===== config.mk =====
export PLATFORM = sky130hd
export DESIGN_NAME = fetch_unit
export DESIGN_NICKNAME = d
export VERILOG_FILES = /design/src/rtl/fetch_unit.sv
export SDC_FILE = /design/constraint.sdc
export NUM_CORES = 1
export LEC_CHECK = 0
export BUFFER_PORTS_ARGS = -buffer_cell sky130_fd_sc_hd__buf_2
export CORE_ASPECT_RATIO = 0.6
export CORE_UTILIZATION = 34
export CTS_CLUSTER_SIZE = 8
export DETAILED_ROUTE_END_ITERATION = 8
export PLACE_DENSITY = 0.55
export RECOVER_POWER = 100
export SYNTH_ARGS = -nofsm -noshare
export SYNTH_HDL_FRONTEND = slang
export SYNTH_SLANG_ARGS = --single-unit

===== constraint.sdc =====
create_clock -name clk -period 2.8 [get_ports clk]
set_clock_uncertainty 0.15 [all_clocks]
set_input_delay 0.42 -clock clk [delete_from_list [all_inputs] [get_ports clk]]
set_output_delay 0.42 -clock clk [all_outputs]
set_load 0.02 [all_outputs]

===== src/rtl/fetch_unit.sv =====
// fetch_unit: instruction fetch stage of the 9-bit processor.
// Owns the PC, drives the synchronous instruction ROM (read data arrives one
// cycle after the address), holds the 16-entry jump-target LUT, and sequences
// start/halt of a program run.
// Optional build macro: FETCH_PERF_EN adds saturating instr/stall counters.
module fetch_unit #(
    parameter int         PC_W    = 10,
    parameter logic [8:0] HALT_OP = 9'h1FF
) (
    input  logic            clk,
    input  logic            rst_n,
    input  logic            start,
    input  logic            stall,
    input  logic            branch_taken,
    input  logic [3:0]      branch_idx,
    input  logic            lut_we,
    input  logic [3:0]      lut_addr,
    input  logic [PC_W-1:0] lut_data,
    output logic [PC_W-1:0] imem_addr,
    input  logic [8:0]      imem_data,
    output logic [8:0]      instr,
    output logic            instr_valid,
    output logic [PC_W-1:0] pc,
    output logic            done
`ifdef FETCH_PERF_EN
    ,
    output logic [15:0]     instr_count,
    output logic [15:0]     stall_count
`endif
);

    typedef enum logic [1:0] {IDLE = 2'd0, RUN = 2'd1, DONE = 2'd2} state_t;

    state_t          state_q, state_d;
    logic [PC_W-1:0] pc_q, pc_d;
    logic [PC_W-1:0] lut_q [16];
    logic [PC_W-1:0] lut_d [16];
    logic            start_ok;

    // A start pulse only matters outside RUN; it also clears the perf counters
    assign start_ok = start && (state_q != RUN);

    // ROM data always corresponds to pc_q while running, so it is the instruction
    assign instr       = imem_data;
    assign instr_valid = (state_q == RUN);
    assign done        = (state_q == DONE);
    assign pc          = pc_q;

    // Next-state / next-PC; imem_addr follows pc_d so the ROM keeps pace with zero bubbles
    always_comb begin
        state_d   = state_q;
        pc_d      = pc_q;
        imem_addr = pc_q;
        case (state_q)
            RUN: begin
                // stall > halt > branch > sequential
                if (!stall) begin
                    if (imem_data == HALT_OP)
                        state_d = DONE;
                    else if (branch_taken)
                        pc_d = lut_q[branch_idx];
                    else
                        pc_d = pc_q + 1'b1;
                end
                imem_addr = pc_d;
            end
            default: begin
                if (start) begin
                    state_d   = RUN;
                    pc_d      = '0;
                    imem_addr = '0;
                end
            end
        endcase
    end

    // LUT writes are only accepted while no program is running
    always_comb begin
        lut_d = lut_q;
        if (lut_we && state_q != RUN)
            lut_d[lut_addr] = lut_data;
    end

    // State, PC and jump LUT registers
    always_ff @(posedge clk or negedge rst_n) begin
        if (!rst_n) begin
            state_q <= IDLE;
            pc_q    <= '0;
            for (int i = 0; i < 16; i++)
                lut_q[i] <= '0;
        end else begin
            state_q <= state_d;
            pc_q    <= pc_d;
            lut_q   <= lut_d;
        end
    end

`ifdef FETCH_PERF_EN
    logic [15:0] icnt_q, icnt_d, scnt_q, scnt_d;

    assign instr_count = icnt_q;
    assign stall_count = scnt_q;

    // Saturating counters of issued instructions and stalled RUN cycles
    always_comb begin
        icnt_d = icnt_q;
        scnt_d = scnt_q;
        if (start_ok) begin
            icnt_d = '0;
            scnt_d = '0;
        end else if (state_q == RUN) begin
            if (!stall && icnt_q != 16'hFFFF)
                icnt_d = icnt_q + 16'd1;
            if (stall && scnt_q != 16'hFFFF)
                scnt_d = scnt_q + 16'd1;
        end
    end

    // Perf counter registers
    always_ff @(posedge clk or negedge rst_n) begin
        if (!rst_n) begin
            icnt_q <= '0;
            scnt_q <= '0;
        end else begin
            icnt_q <= icnt_d;
            scnt_q <= scnt_d;
        end
    end
`else
    logic unused_start_ok;
    assign unused_start_ok = start_ok;
`endif

endmodule


# ---- After elaboration in Yosys (flattened, before gate mapping)
# Index checks and enable logic that the tools add are counted.
dict set report word_totals {
  mem_count 0
  ram_bits 0
  romBits 0
  ff_bits 172
  wordCells 49
  latchBits 0
  out_inout_bits 31
  in_bits 33
}
dict set report classes {
  n_shift 0
  mul 0
  muxes 15
  n_bitwise 2
  reduce_logical 4
  n_eq_ne 6
  add_sub_neg 1
  magnitude_cmp 3
  div 0
}
# operator count
set ops {}
lappend ops {{$bwmux 160} 1}
lappend ops {{$mux 10} 8}
lappend ops {{$bmux 10 s4} 1}
lappend ops {{$demux 10 s4} 1}
lappend ops {{$add 10x1->10 const B} 1}
lappend ops {{$ge 5x5->1 const B} 2}
lappend ops {{$not 4->5} 2}
lappend ops {{$eq 9x9->1 const B} 1}
lappend ops {{$mux 2} 4}
lappend ops {{$lt 5x1->1 const B} 1}
lappend ops {{$ne 2x1->1 const B} 2}
lappend ops {{$reduce_and 3->1} 1}
lappend ops {{$eq 2x1->1 const B} 1}
lappend ops {{$eq 2x2->1 const B} 1}
lappend ops {{$logic_and 1x1->1} 2}
lappend ops {{$ne 2x2->1 const B} 1}
lappend ops {{$reduce_bool 2->1} 1}

# ---- Logic depth before layout (Yosys ltp)
# Gate-level depths: netlist of the first run.
dict set report logic_depth {
  word_depth 8
  mapped_depth 8
  depth_no_buf 6
}

# ---- Worst setup path after synthesis of the first run
# Ideal clock, no wire load.
dict set report synth_timing {
  kind {input port to output port}
  startpoint {input branch_idx[2]}
  endpoint {output imem_addr[1]}
  path_buffers 2
  required_ns 2.230
  setup_slack_ns 0.196
  cell_stages 6
  arrival_ns 2.034
  path_cell_list {clkbuf_1 -> clkbuf_1 -> mux4_2 -> mux4_2 -> mux2i_1 -> o21ai_1}
}
dict set report synth_via {
  elab_chain_cells 8
}
# element line
set synth_rtl {}
lappend synth_rtl {{from (decl)} 15} ;# input logic [3:0] branch_idx,
lappend synth_rtl {{$not 4->5 (not written as such)} 61} ;# pc_d = lut_q[branch_idx];
lappend synth_rtl {{$bmux 10 s4} 61}
lappend synth_rtl {{$mux 10 (not written as such) (2 in series)} 61}
lappend synth_rtl {{$mux 10} 60} ;# else if (branch_taken)
lappend synth_rtl {{$mux 10} 58} ;# if (imem_data == HALT_OP)
lappend synth_rtl {{$mux 10} 57} ;# if (!stall) begin
lappend synth_rtl {{$mux 10} 54} ;# case (state_q)
lappend synth_rtl {{to (decl)} 19} ;# output logic [PC_W-1:0] imem_addr,
# No other way between the ends. The select of a mux whose other input is x is not followed.

# ---- Worst setup path in the final report of the first run
dict set report layout_timing {
  startpoint {register lut_q[39] (netlist bit)}
  endpoint {output imem_addr[9]}
}
dict set report layout_via {
  elab_chain_cells 7
}
# element line
set layout_rtl {}
lappend layout_rtl {{from (decl)} 36} ;# logic [PC_W-1:0] lut_q [16];
lappend layout_rtl {{from (signal assigned)} 94} ;# lut_q <= lut_d;
lappend layout_rtl {{$bmux 10 s4} 61}
lappend layout_rtl {{$mux 10 (not written as such) (2 in series)} 61}
lappend layout_rtl {{$mux 10} 60}
lappend layout_rtl {{$mux 10} 58}
lappend layout_rtl {{$mux 10} 57}
lappend layout_rtl {{$mux 10} 54}
# No other way between the ends. The select of a mux whose other input is x is not followed.

==> impl_results.md, run 1 <==
* Outcome: finished, violations left
* Failing checks: negative setup slack
* Die Y at 122 µm
* # nets final at 668
* Hold depth at 2
* CTS max path bufs at 2
* Vias in the first global route at 5,336
* Total power at about 5.4 mW
* H-tree levels at 4
* Worst EP arrival at 2.41 ns
* Synth Flop Type: dfrtp_1
* IO Port Bufs at between 60 and 70
* Clock root cell: clkbuf_16
* Syn Nets at 582
* Die area at approximately 0.025 mm²
* Period utilization at 106%
* YS warnings at 0
* Max Transition Viols Final at 0
* Crit path cell chain: mux4_2, mux2_4, a2111oi_4, buf_4, a211o_1, nand2_2, buf_6
* Area leader, netlist: dfrtp_1
* Row count at 43
* FF-to-FF path depth at 5
* Max Cap Viol at 0
* Sequential element share of the synthesized area at 52.6%
* 1st-iter DRT viols at 206
* Switch share at 25.5%
* Most common library cell in the layout ignoring fill and taps: dfrtp_1
* DRT Pass-1 Iters at 5
* Overall Global Routing Usage at 18.7%
* WL/cell at 22.7 µm
* Post-place setup slack at -0.336 ns
* Synth Area in Compound Gates at 3.00%
* Setup ws final at -0.181 ns
* Pwr Density at 555 mW/mm²
* DP Cell Count at 925
* Vias per std cell at 5.25
* Chip Width at 202 µm
* R2R Setup Slk at 0.56 ns
* Largest net degree at the start of global routing at 65
* Met3 Wirelength at about 1700 µm
* Area of the multi-input gates at 0.00366 mm²
* Final setup viols at 3
* Slowest-stage cell, CP: mux4_2
* Distinct cells, synth at 52
* Area Overhead vs Synth at 18.9%
* Met2 routed WL at 9800 µm
* F_max at 336 MHz
* EDFF count, synth at 0
* P_sw at between 1 and 1.5 mW
* Vias at 5,057
* Reg clk slew, reported paths at 0.07 ns
* Antenna viol nets, final at 0
* Main combinational cell family by area after synthesis: multiplexers
* Final hold viol count at 0
* Final non-filler cell total at between 900 and 1,000
* Max layer used: met4
* Syn Std Cell Area at 0.00818 mm²
* Syn Area/Cell at 14.9 µm²
* Routability Congestion at 0.826
* CP Launch Type: register
* Synth Area in XOR/XNOR at 0.107%
* Async SR Flop Fraction at 100%
* WHS at 0.0781 ns
* CTS tree: built
* Reg area at 0.00430 mm²
* Core area at 0.0233 mm²
* RSZ-0062 raised after global routing: true
* Top delay family on crit path: multiplexers
* Starting Density at 35.0%
* Adder-Cell Fraction of Synth Area at less than 1%
* Met1 WL at 10,000 µm
* Fill cells at 2,151
* WP data required at 2.23 ns
* Post-Route WL at about 22,000 µm
* Hold Path Class: in -> reg
* CP peak stage delay at 0.47 ns
* Simple-Gate Fraction of Synth Area at ~5.2%
* Crit Path Class: reg -> out
* Commonest non-fill, non-tap cells in the layout: dfrtp_1 (172), mux2_2 (147), mux4_2 (43), buf_4 (37), buf_2 (36)
* HPWL after DPL at 14,300 µm
* Crit path time final at 2.98 ns
* Worst path depth at 7
* Synth Instances at 548
* CTS Buf Count at 17
* Mux contribution to synthesized area at 35.9%
* Clock power frac at 43.5%
* Comb power frac at around 8.6%
* Top cell type's share of synthesized area at 52.6%
* DRC Markers at 0
* Final design utilization at 41.7%
* First-pass GRT wire length at 33,600 µm
* Leakage at about 4.6 nW
* Int Pwr at 4.03 mW
* Total gr overflow at 0
* Ratio of cells with drive above 1 in the final layout at a little over half
* Reg power frac at 47.9%
* Clock Latency Late Sink at 0.43 ns
* Worst Tran Pin Value at 1.40 ns
* FF+latch count, synth at roughly 170
* CP Buf/Inv Count at 2
* Top cells by area, synth: dfrtp_1 (53%), mux2_2 (20%), mux4_2 (11%)
* Worst Setup End Kind: output port
* Worst Path Max Fanout at 2
* Antenna violations before repair at 1
* Max-slew headroom at 6.67%
* # clock sinks at approximately 170
* Num ports at 64
* Peak supply drop at 447 µV
cells by family after synthesis:
| group | count (synthesis) |
|---|---|
| simple gates | 72 |
| compound gates | 36 |
| mux | 218 |
| fa+ha+maj | 1 |
| flops | 172 |
| buf+inv | 48 |
| xor+xnor | 1 |
power by group through the flow:
stage / registers (mW) / clock network, mW / logic [mW]
2_1_floorplan: 2.64 / 0 / 0.245
3_3_place_gp: 2.63 / 0 / 0.436
3_5_place_dp: 2.64 / 0 / 0.445
4_1_cts: 2.59 / 2.39 / 0.467
5_1_grt: 2.60 / 2.50 / 0.509
6_report: 2.59 / 2.35 / 0.465
what timing repair did:
action                                  4_1_cts  5_1_grt
gates resized for setup                      18       18
endpoints found under the setup margin       10       10
endpoints found under the hold margin        50        0
pin swaps                                     4        4
setup buffers                                 1        1
hold buffers                                  1        0
gates cloned                                  1        1
routing by layer:
metal  track usage [%]  vias up
li1                  -     2228
met1              28.1     2652
met5                 0        -
met2              27.3      155
met3              3.50       22
met4              5.50        0
flip-flops by register name (all words and copies together), names as in the netlist:
signal / count
lut_q: 160
state_q: 2
pc: 10
area by class of cell:
cell class	count	area share, %
diodes	1	0.0257
clock buffers	19	4.65
clock inverters	13	1.31
inverters	5	0.193
multi-input cells	328	37.6
flip-flops and latches	172	44.2
well taps	315	4.05
repair buffers	110	7.90
cell usage after synthesis (2+ instances only):
cell / number
nor3_4: 3
mux4_2: 40
o311ai_0: 2
nand3_1: 10
nor2_2: 9
mux2_1: 15
mux2i_1: 12
mux4_1: 3
a21oi_1: 4
mux2_2: 148
o21ai_0: 6
nor3_1: 6
buf_6: 3
nand4_1: 2
nor3b_1: 3
o31ai_1: 2
o21ai_1: 7
inv_1: 5
nor4_1: 2
nor2_1: 9
buf_4: 9
dfrtp_1: 172
nand2_1: 12
nor2b_1: 2
buf_2: 12
nand2b_1: 3
clkbuf_1: 19
or4_1: 2
a311oi_1: 2
nand4b_1: 2
final timing paths:
path                       startpoint      endpoint
setup / recovery            lut_q[39]  imem_addr[9]
hold / removal                  start    state_q[1]
setup reg to reg           state_q[1]     lut_q[70]
hold reg to reg            lut_q[145]    lut_q[145]
max in group asynchronous       rst_n    lut_q[155]
min in group asynchronous       rst_n    lut_q[149]
per-stage QoR:
step | TNS (ns) | instance area, µm²
floorplan | 0 | 8180
global placement | -0.801 | 9030
detailed placement | -0.733 | 9030
CTS | -0.451 | 9710
global route | -0.689 | 9730
finish | -0.225 | 9730
worst register-to-register path: cells and delay by family (launching register included):
family / cells / cell delay [ns]
and+or+nand+nor: 3 / 0.86
DFF: 1 / 0.39
muxes: 1 / 0.39
buffers and inverters: 1 / 0.34
No activity file was read; power rests on OpenSTA's default activity.
==> run 2: changes to the inputs <==
Settings changed: BUFFER_PORTS_ARGS -buffer_cell sky130_fd_sc_hd__buf_2 to -buffer_cell sky130_fd_sc_hd__buf_4.
==> run 2 against run 1 <==
  * The run ends with max-capacitance violations, max-slew violations, negative setup slack left
  * Routed wire length is 1.7% lower
  * Register-to-register slack lost 0.42 ns
  * Core utilization grew 0.070 points
  * Combinational power grew 3%
==> impl_results.md, run 2 (synthesized netlist as in run 1, its figures left out) <==
* Outcome: finished, violations left (unchanged)
* Failing checks: max-capacitance violations, max-slew violations, negative setup slack (was negative setup slack)
* WHS at 0.0543 ns (was 0.0781 ns)
* Max Transition Viols Final at 58 (was 0)
* Hold Path Class: in -> reg (unchanged)
* Final hold viol count at 0 (unchanged)
* CTS tree: built (unchanged)
* Number of flip-flops in the largest register at 160 (unchanged)
* Final design utilization at 41.7% (about the same)
* Post-Route WL at 21,500 µm (was 21,800 µm)
* Crit path time final at 2.87 ns (was 2.98 ns)
* Worst Setup End Kind: output port (unchanged)
* WP data required at 2.23 ns (about the same)
* Die Y at 122 µm (unchanged)
* CTS Buf Count at 17 (unchanged)
* Setup ws final at -0.0679 ns (was -0.181 ns)
* Num ports at 64 (unchanged)
* Core area at 0.0233 mm² (unchanged)
* Reg clk slew, reported paths at 0.07 ns (about the same)
* Period utilization at 102% (was 106%)
* Max-slew headroom at -1.15% (was 6.67%)
* Reg-to-Reg Start: state_q[1] (unchanged)
* CP Launch Type: register (unchanged)
* Final setup viols at 4 (was 3)
* Pwr Density at 571 mW/mm² (was 555 mW/mm²)
* Leakage at 4.56 nW (was 4.57 nW)
* HPWL after DPL at 14,400 µm (was 14,300 µm)
* DRT Pass-1 Iters at 4 (was 5)
* IO Port Bufs at 63 (unchanged)
* Starting Density at 35.0% (unchanged)
* Max Cap Viol at 1 (was 0)
* Chip Width at 202 µm (unchanged)
* Overall Global Routing Usage at 18.5% (was 18.7%)
* Most common library cell in the layout ignoring fill and taps: dfrtp_1 (unchanged)
* Routability Congestion at 0.796 (was 0.826)
* Total power at 5.57 mW (was 5.40 mW)
* FF-to-FF path depth at 5 (unchanged)
* Reg area at 0.00431 mm² (was 0.00430 mm²)
* Clock Latency Late Sink at 0.43 ns (about the same)
* # nets final at 663 (was 668)
* Crit Path Class: reg -> out (unchanged)
* Clock root cell: clkbuf_16 (unchanged)
* Most flops, register: lut_q (unchanged)
* Worst Path Max Fanout at 2 (unchanged)
* 1st-iter DRT viols at 239 (was 206)
* Commonest non-fill, non-tap cells in the layout: dfrtp_1 (169), mux2_2 (147), buf_4 (55), mux4_2 (42), clkbuf_1 (26) (was dfrtp_1 (172), mux2_2 (147), mux4_2 (43), buf_4 (37), buf_2 (36))
* Largest net degree at the start of global routing at 59 (was 65)
* DRC Markers at 0 (unchanged)
* Area of the multi-input gates at 0.00366 mm² (about the same)
* Peak supply drop at 390 µV (was 447 µV)
* Vias at 5,105 (was 5,057)
* Fill cells at 2,167 (was 2,151)
* # clock sinks at 172 (unchanged)
* RSZ-0062 raised after global routing: true (unchanged)
* Die area at 0.0247 mm² (unchanged)
* Worst Tran Pin Value at 1.52 ns (was 1.40 ns)
* WL/cell at 22.4 µm (was 22.7 µm)
* Final non-filler cell total at 956 (was 963)
* H-tree levels at 4 (unchanged)
* F_max at 349 MHz (was 336 MHz)
* R2R Setup Slk at 0.14 ns (was 0.56 ns)
* First-pass GRT wire length at 33,200 µm (was 33,600 µm)
* Antenna cells at 0 (was 1)
* DP Cell Count at 916 (was 925)
* Area Overhead vs Synth at 19.1% (was 18.9%)
* Worst EP arrival at 2.30 ns (was 2.41 ns)
* Worst setup endpoint: imem_addr[9] (unchanged)
* Total gr overflow at 0 (unchanged)
* Antenna viol nets, final at 0 (unchanged)
* Ratio of cells with drive above 1 in the final layout at 51.2% (was 52.1%)
* CTS max path bufs at 2 (unchanged)
* Crit. Startpoint: lut_q[19] (was lut_q[39])
* Total negative slack at -0.174 ns (was -0.225 ns)
* Antenna violations before repair at 0 (was 1)
* RR Endpoint: lut_q[84] (was lut_q[70])
* Row count at 43 (unchanged)
* Vias in the first global route at 5,328 (was 5,336)
* Vias per std cell at 5.34 (was 5.25)
run 2: power by group:
group          internal (mW)  total [mW]  leakage (nW)  switching (mW)
logic                  0.209       0.481          1.89           0.273
clock network           1.51        2.49         0.296           0.982
registers               2.55        2.59          2.37          0.0472
total                   4.27        5.57          4.56            1.30
run 2: worst min-delay path by stage:
stage	cells past startpoint	end	startpoint	slack, ns
6_report	2	state_q[1]	start	0.05
5_1_grt	2	state_q[1]	start	0.05
4_1_cts	2	state_q[1]	start	0.03
3_5_place_dp	1	lut_q[19]	rst_n	0.28
3_3_place_gp	1	lut_q[19]	rst_n	0.26
2_1_floorplan	0	lut_q[0]	rst_n	-0.03
run 2: critical path, cell delays in order, from the launching register on:
cell and delay (ns):
dfrtp_1 0.38, mux4_2 0.51, mux2_4 0.30, a2111oi_4 0.30, a211o_1 0.15, nand2_2 0.07, buf_6 0.14
run 2: stage by stage:
stage / setup slack [ns] / cell area, µm²
6_report: -0.0679 / 9750
5_1_grt: -0.145 / 9750
4_1_cts: -0.105 / 9800
3_5_place_dp: -0.217 / 9090
3_3_place_gp: -0.195 / 9090
2_1_floorplan: 0.196 / 8180
run 2: cell type report:
class                      instances  area share, %
tap                              315           4.04
sequential                       172           44.2
clock inverter                    11           1.72
inverter                           5          0.193
clock buffer                      20           4.58
multi-input combinational        328           37.6
timing repair buffer             105           7.68
run 2: repair_timing:
action,CTS,global route
hold buffers,1,0
gates resized for setup,24,18
hold endpoints to repair,54,0
setup buffers,0,8
setup endpoints to repair,10,10
pin swaps,5,7
run 2: metal layers:
| metal | vias to the layer above | track usage [%] | wire [µm] |
|---|---|---|---|
| met5 | - | 0 | 0 |
| met4 | 0 | 5.50 | 296 |
| met3 | 21 | 3.26 | 662 |
| met2 | 95 | 28.4 | 9990 |
| met1 | 2773 | 26.7 | 10500 |
| li1 | 2216 | - | - |
